<file path="src/rtl/wakeup_arbiter_pkg.sv">
// Shared definitions for the PMU wake-up arbiter: FSM encoding, priority
// level bounds, channel limit and the source-index width helper.
package wakeup_arbiter_pkg;

    typedef enum logic [1:0] {
        ST_RUN   = 2'b00,
        ST_SLEEP = 2'b01,
        ST_REQ   = 2'b10,
        ST_DONE  = 2'b11
    } state_t;

    localparam logic [1:0] PRIO_MIN = 2'd0;
    localparam logic [1:0] PRIO_MAX = 2'd3;
    localparam int         MAX_NCH  = 8;

    function automatic int sw_of(input int n);
        return (n <= 1) ? 1 : $clog2(n);
    endfunction

endpackage

</file>
<file path="src/rtl/wakeup_arbiter_if.sv">
// PMU-side bundle of the wake-up arbiter: the wake request/acknowledge pair
// and the winning-source report delivered when the handshake completes.
interface wakeup_arbiter_if
    import wakeup_arbiter_pkg::*;
#(
    parameter int NCH = 2
);
    localparam int SW = sw_of(NCH);

    // pmuintreq is a held request: once raised it stays high until the PMU
    // answers with pmuack; pmuack while pmuintreq is low has no effect.
    // wake_valid pulses for one cycle after the acknowledge, qualifying
    // wake_src/wake_ext, which stay stable until the next request.
    logic          pmuintreq;
    logic          pmuack;
    logic [SW-1:0] wake_src;
    logic          wake_ext;
    logic          wake_valid;

    modport master (
        output pmuintreq, wake_src, wake_ext, wake_valid,
        input  pmuack
    );

    modport slave (
        input  pmuintreq, wake_src, wake_ext, wake_valid,
        output pmuack
    );

endinterface

</file>
<file path="src/rtl/wakeup_chan.sv">
// One external interrupt channel: synchroniser, optional glitch filter
// (WAKEUP_GLITCH_FILTER_EN), falling-edge detect and the pending flag.
module wakeup_chan #(
    parameter int SYNC_STAGES = 2
`ifdef WAKEUP_GLITCH_FILTER_EN
    , parameter int FILT_LEN  = 4
`endif
) (
    input  logic clk,
    input  logic rst_n,
    input  logic extint,
    input  logic it,
    input  logic pend_clr,
    output logic pend
);

    logic [SYNC_STAGES-1:0] sync_q;
    logic                   s_raw;
    logic                   s;
    logic                   prev_q;

    always_ff @(posedge clk or negedge rst_n) begin
        if (!rst_n) begin
            sync_q <= '1;
        end else begin
            sync_q[0] <= extint;
            for (int k = 1; k < SYNC_STAGES; k++) begin
                sync_q[k] <= sync_q[k-1];
            end
        end
    end

    assign s_raw = sync_q[SYNC_STAGES-1];

`ifdef WAKEUP_GLITCH_FILTER_EN
    logic [3:0] filt_cnt;
    logic       filt_q;

    // The output flips on the FILT_LEN-th consecutive disagreeing sample.
    always_ff @(posedge clk or negedge rst_n) begin
        if (!rst_n) begin
            filt_cnt <= '0;
            filt_q   <= 1'b1;
        end else if (s_raw != filt_q) begin
            if (filt_cnt == 4'(FILT_LEN - 1)) begin
                filt_q   <= s_raw;
                filt_cnt <= '0;
            end else begin
                filt_cnt <= filt_cnt + 4'd1;
            end
        end else begin
            filt_cnt <= '0;
        end
    end

    assign s = filt_q;
`else
    assign s = s_raw;
`endif

    // Edge mode latches until cleared, a coincident set beats the clear;
    // level mode simply mirrors the (active-low) pin.
    always_ff @(posedge clk or negedge rst_n) begin
        if (!rst_n) begin
            prev_q <= 1'b1;
            pend   <= 1'b0;
        end else begin
            prev_q <= s;
            if (it) begin
                pend <= (pend & ~pend_clr) | (prev_q & ~s);
            end else begin
                pend <= ~s;
            end
        end
    end

endmodule

</file>
<file path="src/rtl/wakeup_arbiter.sv">
// PMU wake-up arbiter: per-channel pending logic, priority masking against
// the in-service levels, winner select and the sleep/request/ack FSM.
// Optional glitch filter enabled with `define WAKEUP_GLITCH_FILTER_EN.
module wakeup_arbiter
    import wakeup_arbiter_pkg::*;
#(
    parameter int NCH         = 2,
    parameter int SYNC_STAGES = 2,
    parameter int FILT_LEN    = 4
) (
    input  logic             clk,
    input  logic             rst_n,
    input  logic [NCH-1:0]   extint,
    input  logic [NCH-1:0]   it,
    input  logic [NCH-1:0]   eint,
    input  logic             eal,
    input  logic [NCH-1:0]   intprior0,
    input  logic [NCH-1:0]   intprior1,
    input  logic [3:0]       isreg,
    input  logic             irq,
    input  logic             sleep,
    input  logic [NCH-1:0]   pend_clr,
    output logic [NCH-1:0]   pend,
    wakeup_arbiter_if.master pmu,
    output state_t           fsm_state
);

    localparam int SW = sw_of(NCH);

    if (NCH < 1 || NCH > MAX_NCH || SYNC_STAGES < 1 || FILT_LEN < 1 || FILT_LEN > 15) begin : g_bad_cfg
        $error("wakeup_arbiter: parameter out of range");
    end

    for (genvar gi = 0; gi < NCH; gi++) begin : g_chan
        wakeup_chan #(
            .SYNC_STAGES (SYNC_STAGES)
`ifdef WAKEUP_GLITCH_FILTER_EN
            , .FILT_LEN  (FILT_LEN)
`endif
        ) u_chan (
            .clk      (clk),
            .rst_n    (rst_n),
            .extint   (extint[gi]),
            .it       (it[gi]),
            .pend_clr (pend_clr[gi]),
            .pend     (pend[gi])
        );
    end

    logic [NCH-1:0] eligible;
    logic [1:0]     cur_lvl;
    logic [1:0]     win_lvl;
    logic [SW-1:0]  win_idx;
    logic           win_found;
    logic           wake;

    // Level L is blocked by any in-service level at or above L; strict '>'
    // keeps the lowest index on equal levels.
    always_comb begin
        eligible  = '0;
        cur_lvl   = PRIO_MIN;
        win_lvl   = PRIO_MIN;
        win_idx   = '0;
        win_found = 1'b0;
        for (int i = 0; i < NCH; i++) begin
            cur_lvl     = {intprior1[i], intprior0[i]};
            eligible[i] = eal & eint[i] & pend[i] & ((isreg >> cur_lvl) == 4'd0);
            if (eligible[i] && (!win_found || cur_lvl > win_lvl)) begin
                win_found = 1'b1;
                win_lvl   = cur_lvl;
                win_idx   = SW'(i);
            end
        end
    end

    assign wake = irq | (|eligible);

    state_t        state;
    logic [SW-1:0] wake_src_q;
    logic          wake_ext_q;
    logic          wake_valid_q;

    always_ff @(posedge clk or negedge rst_n) begin
        if (!rst_n) begin
            state        <= ST_RUN;
            wake_src_q   <= '0;
            wake_ext_q   <= 1'b0;
            wake_valid_q <= 1'b0;
        end else begin
            wake_valid_q <= 1'b0;
            case (state)
                ST_RUN: begin
                    if (sleep) state <= ST_SLEEP;
                end
                ST_SLEEP: begin
                    if (wake) begin
                        state      <= ST_REQ;
                        wake_src_q <= win_idx;
                        wake_ext_q <= win_found;
                    end else if (!sleep) begin
                        state <= ST_RUN;
                    end
                end
                ST_REQ: begin
                    if (pmu.pmuack) begin
                        state        <= ST_DONE;
                        wake_valid_q <= 1'b1;
                    end
                end
                ST_DONE: begin
                    state <= ST_RUN;
                end
            endcase
        end
    end

    assign pmu.pmuintreq  = (state == ST_REQ);
    assign pmu.wake_src   = wake_src_q;
    assign pmu.wake_ext   = wake_ext_q;
    assign pmu.wake_valid = wake_valid_q;
    assign fsm_state      = state;

endmodule
</file>
<file path="src/flat_wrapper.sv">
// flat-port wrapper written by rule: the top's interface ports become plain ports
module wakeup_arbiter_flat import wakeup_arbiter_pkg::*;
#(
    parameter int NCH         = 2,
    parameter int SYNC_STAGES = 2,
    parameter int FILT_LEN    = 4
)
  (clk, rst_n, extint, it, eint, eal, intprior0, intprior1, isreg, irq, sleep, pend_clr, pend, fsm_state, pmu_pmuintreq, pmu_wake_src, pmu_wake_ext, pmu_wake_valid, pmu_pmuack);
  wakeup_arbiter_if #(.NCH(NCH)) pmu_i ();
  input  logic clk;
  input  logic rst_n;
  input  logic [NCH-1:0] extint;
  input  logic [NCH-1:0] it;
  input  logic [NCH-1:0] eint;
  input  logic eal;
  input  logic [NCH-1:0] intprior0;
  input  logic [NCH-1:0] intprior1;
  input  logic [3:0] isreg;
  input  logic irq;
  input  logic sleep;
  input  logic [NCH-1:0] pend_clr;
  output logic [NCH-1:0] pend;
  output state_t fsm_state;
  output wire logic [$bits(pmu_i.pmuintreq)-1:0] pmu_pmuintreq;
  output wire logic [$bits(pmu_i.wake_src)-1:0] pmu_wake_src;
  output wire logic [$bits(pmu_i.wake_ext)-1:0] pmu_wake_ext;
  output wire logic [$bits(pmu_i.wake_valid)-1:0] pmu_wake_valid;
  input wire logic [$bits(pmu_i.pmuack)-1:0] pmu_pmuack;
  assign pmu_pmuintreq = pmu_i.pmuintreq;
  assign pmu_wake_src = pmu_i.wake_src;
  assign pmu_wake_ext = pmu_i.wake_ext;
  assign pmu_wake_valid = pmu_i.wake_valid;
  assign pmu_i.pmuack = pmu_pmuack;
  wakeup_arbiter #(.NCH(NCH), .SYNC_STAGES(SYNC_STAGES), .FILT_LEN(FILT_LEN)) u_core (.clk(clk), .rst_n(rst_n), .extint(extint), .it(it), .eint(eint), .eal(eal), .intprior0(intprior0), .intprior1(intprior1), .isreg(isreg), .irq(irq), .sleep(sleep), .pend_clr(pend_clr), .pend(pend), .pmu(pmu_i), .fsm_state(fsm_state));
endmodule
</file>
<file path="config.mk">
export PLATFORM = sky130hd
export DESIGN_NAME = wakeup_arbiter_flat
export DESIGN_NICKNAME = d
export VERILOG_FILES = /design/src/rtl/wakeup_arbiter_pkg.sv /design/src/rtl/wakeup_arbiter_if.sv /design/src/rtl/wakeup_chan.sv /design/src/rtl/wakeup_arbiter.sv /design/src/flat_wrapper.sv
export SDC_FILE = /design/constraint.sdc
export NUM_CORES = 1
export LEC_CHECK = 0
export ABC_AREA = 1
export CORE_MARGIN = 2
export CORE_UTILIZATION = 43
export DETAILED_ROUTE_END_ITERATION = 16
export HOLD_SLACK_MARGIN = 0.02
export PLACE_DENSITY_LB_ADDON = 0.25
export SLEW_MARGIN = 20
export SYNTH_ARGS = -nofsm -noshare
export SYNTH_HDL_FRONTEND = slang
export SYNTH_SLANG_ARGS = --single-unit
export TNS_END_PERCENT = 20
</file>
<file path="constraint.sdc">
create_clock -name clk -period 4.5 [get_ports clk]
set_input_delay 0.9 -clock clk [delete_from_list [all_inputs] [get_ports clk]]
set_output_delay 0.9 -clock clk [all_outputs]
set_load 0.05 [all_outputs]
</file>
==> summary.md <==
| Metric | Value |
|---|---|
| Outcome | complete, no violations |
| Initial Util | a little under half |
| Critical path capture point type | output pin |
| Metal2 WL | roughly 650 um |
| Sw Pwr | ~0.16 mW |
| Area added between synthesis and finish | 47.50% |
| Number of antenna violations at the first check in global routing | 0 |
| Mapped cell area | between 600 and 700 sq um |
| Total length of routed met3 wires | 95 um |
| HPWL after detailed placement | between 1 and 1.5 mm |
| First-pass DRT Iterations | 4 |
| Total of warnings raised by yosys | 0 |
| Width of the chip | approximately 44 um |
| Final worst clock skew | 0.002700 ns |
| Net count of the mapped netlist | 108 |
| Fraction of the yosys area taken by sequential cells | between 40% and 50% |
| Pin count of the biggest net entering global routing | 14 |
| Post_cts resized | 0 |
| Capture point of the worst reg-to-reg path | u_core.pmu.wake_src$_DFFE_PN0P_ |
| Pleak | 0.4857 nW |
| Arrival time at the worst endpoint | 1.65 ns |
| GRT Util Overall | ~17% |
| Share of the clock period used by the worst path after layout | between 50 and 60% |
| Setup violations, final | 0 |
| Final hold violation count | 0 |
| Nets@finish | between 100 and 150 |
| Power per cell area | ~400 nW/um^2 |
| Most common cell after layout, fill and taps aside | sky130_fd_sc_hd__clkdlybuf4s50_1 |
| Count of input and output buffers | 29 |
| Core Region | roughly 1500 sq um |
| Relative contribution of combinational cells to total power | a little under half |
| Clock-pin transition on the worst setup and hold timing paths | around 0.07 ns |
| Clock Latency Late Sink | ~0.27 ns |
| Num CTS Buffers | 3 |
| Buffers inserted by post-CTS timing repair | 0 |
| Post-Route Setup TNS | 0 ns |
| Vias in the first global route | 605 |
| Routed wire per std cell | 9.916 um |
| Startpoint kind of the worst setup timing path | flop |
| Crit Path Max Fanout | 3 |
| H-tree level count | 1 |
| Area occupied by multi-input gates | 261.5 sq um |
| DRC violation count after routing | 0 |
| Max Transition Viols Final | 0 |
| Worst r2r path cells | 14 |
| Setup repair after global routing missed its margin | no |
| Count of mapped cells out of synthesis | 84 |
| Clock net sink count | 13 |
| Critical Path Sink | pmu_pmuintreq |
| Post-route core utilization | 67.06% |
| Die footprint | between 1500 and 2000 sq um |
| Ports | 30 |
| Antenna Violating Nets Remaining | 0 |
| Worst VDD drop | approximately 0.4 mV |
| Final WL | 1.299 mm |
| Number of DRC markers after the initial detailed-route iteration | 7 |
| Met1 routed wirelength after detailed routing | between 500 and 600 um |
| Number of cells on the worst hold path | 0 |
| Data required time of the critical path | 3.60 ns |
| Avg Vias per Cell | between 4 and 5 |
| Post-Syn Area per Cell | roughly 8 sq um |
| Actual transition at the worst max-transition pin | 0.5602 ns |
| Final Wtd Congestion | a little over 0.7 |
| Top sig layer | met3 |
| Clock tree root buffer cell | sky130_fd_sc_hd__clkbuf_4 |
| Highest attainable clock frequency | about 390 MHz |
| Number of antenna diodes | 0 |
| Post-cts hold buffer count | 0 |
| Die H | 43.68 um |
| Clock share of power | 17.0% |
| Share of final-layout standard cells stronger than drive strength 1 | 22.61% |
| Routed via count | 588 |
| Wire length of the first global-routing pass | roughly 2.4 mm |
| Number of buffers between clock root and the deepest sink | 2 |
| Classification of the worst-slack hold path | flop to flop |
| Reg power frac | between 30% and 40% |
| Overflow after GRT | 0 |
| CTS tree | built |
| Number of flip-flops and latches in the synthesized netlist | 13 |
| Floorplan row count | 14 |
| Post-synthesis cell type count | 18 |
| Fraction of power spent switching nets | between 40% and 50% |
| Path type of the worst setup path | flop to output pin |
| Area of all sequential standard cells | between 300 and 400 sq um |
| Top library cells by usage in the layout, fill and taps aside | sky130_fd_sc_hd__clkdlybuf4s50_1 (29), sky130_fd_sc_hd__nand2_1 (23), sky130_fd_sc_hd__inv_1 (10) |
| Count of maximum capacitance violations | 0 |
| Worst reg-to-reg setup slack | approximately 2.9 ns |
| Headroom to the max-slew limit | between 60% and 70% |
| Internal Power | around 0.24 mW |
| Minimum clock period after layout | around 2.5 ns |
| Worst r2r src | u_core.g_chan[0].u_chan.pend$_DFF_PN0_ |
| Fillcell total | around 130 |
==> power by group through the flow <==
stage	clock (mW)	combinational, mW	sequential [mW]
final	0.0685	0.183	0.151
after global routing	0.0779	0.199	0.155
after CTS	0.0720	0.185	0.152
after detailed placement	0	0.185	0.153
after global placement	0	0.182	0.152
after floorplan	0	0.0676	0.201
==> worst min-delay path by stage <==
stage | endpoint | slack (ns) | startpoint
detailed placement | u_core.g_chan[0].u_chan.sync_q[1]$_DFF_PN1_ | 0.35 | u_core.g_chan[0].u_chan.sync_q[0]$_DFF_PN1_
global route | u_core.g_chan[0].u_chan.sync_q[1]$_DFF_PN1_ | 0.37 | u_core.g_chan[0].u_chan.sync_q[0]$_DFF_PN1_
finish | u_core.g_chan[0].u_chan.sync_q[1]$_DFF_PN1_ | 0.36 | u_core.g_chan[0].u_chan.sync_q[0]$_DFF_PN1_
floorplan | u_core.g_chan[0].u_chan.sync_q[1]$_DFF_PN1_ | 0.35 | u_core.g_chan[0].u_chan.sync_q[0]$_DFF_PN1_
CTS | u_core.g_chan[0].u_chan.sync_q[1]$_DFF_PN1_ | 0.36 | u_core.g_chan[0].u_chan.sync_q[0]$_DFF_PN1_
global placement | u_core.g_chan[0].u_chan.sync_q[1]$_DFF_PN1_ | 0.35 | u_core.g_chan[0].u_chan.sync_q[0]$_DFF_PN1_
==> critical path, stage by stage (launching register included) <==
cell                              delay (ns)
sky130_fd_sc_hd__dfrtp_1                0.40
sky130_fd_sc_hd__inv_2                  0.06
sky130_fd_sc_hd__nor2_2                 0.11
sky130_fd_sc_hd__clkdlybuf4s50_1        0.82
==> stage by stage <==
stage / std cells / cell area, sq um / power [mW] / setup slack (ns) / hold slack (ns)
2_1_floorplan: 84 / 676.9 / 0.2688 / 2.427 / 0.3452
3_3_place_gp: 127 / 972.2 / 0.3341 / 1.911 / 0.3460
3_5_place_dp: 127 / 972.2 / 0.3375 / 1.861 / 0.3499
4_1_cts: 131 / 998.5 / 0.4087 / 1.931 / 0.3611
5_1_grt: 131 / 998.5 / 0.4311 / 1.876 / 0.3660
6_report: 131 / 998.5 / 0.4028 / 1.953 / 0.3630
==> layout make-up <==
type,instances,area share (%)
well taps,16,2.005
flip-flops and latches,13,33.33
repair buffers,29,29.07
multi-input cells,51,26.19
clock buffers,4,2.632
inverters,18,6.767
==> registers in the layout, indices dropped and copies added, names as in the netlist, named ones only <==
signal / flops
u_core.fsm_state: 1
u_core.g_chan.u_chan.pend: 2
u_core.g_chan.u_chan.prev_q: 2
u_core.g_chan.u_chan.sync_q: 4
u_core.pmu.wake_ext: 1
u_core.pmu.wake_src: 1
u_core.pmu.wake_valid: 1
==> routing by layer <==
layer	global-route usage, %	up-vias
li1	-	311
met1	19.95	257
met2	29.41	20
met3	6.667	0
met4	3.636	0
met5	0	-
==> Yosys cell counts (all sizes together) <==
| cell | n | area (sq um) |
|---|---|---|
| nand3 | 4 | 25.02 |
| ha | 2 | 25.02 |
| a31o | 1 | 8.760 |
| nor3 | 1 | 5.000 |
| o21ai | 4 | 23.77 |
| dfrtp | 7 | 175.2 |
| nand2 | 27 | 111.4 |
| dfstp | 6 | 157.7 |
| inv | 16 | 60.06 |
| clkinv | 2 | 7.510 |
| nor2 | 12 | 62.56 |
| buf | 2 | 15.01 |
==> kinds of logic (layout without fill, tap and decap cells) <==
kind of cell	count (synthesis)	count (layout)	synth area share, %
buf+inv	20	51	12.20
flops	13	13	49.17
compound gates	5	5	4.806
fa+ha+maj	2	2	3.696
simple gates	44	44	30.13
(Power assumes the default switching activity.)
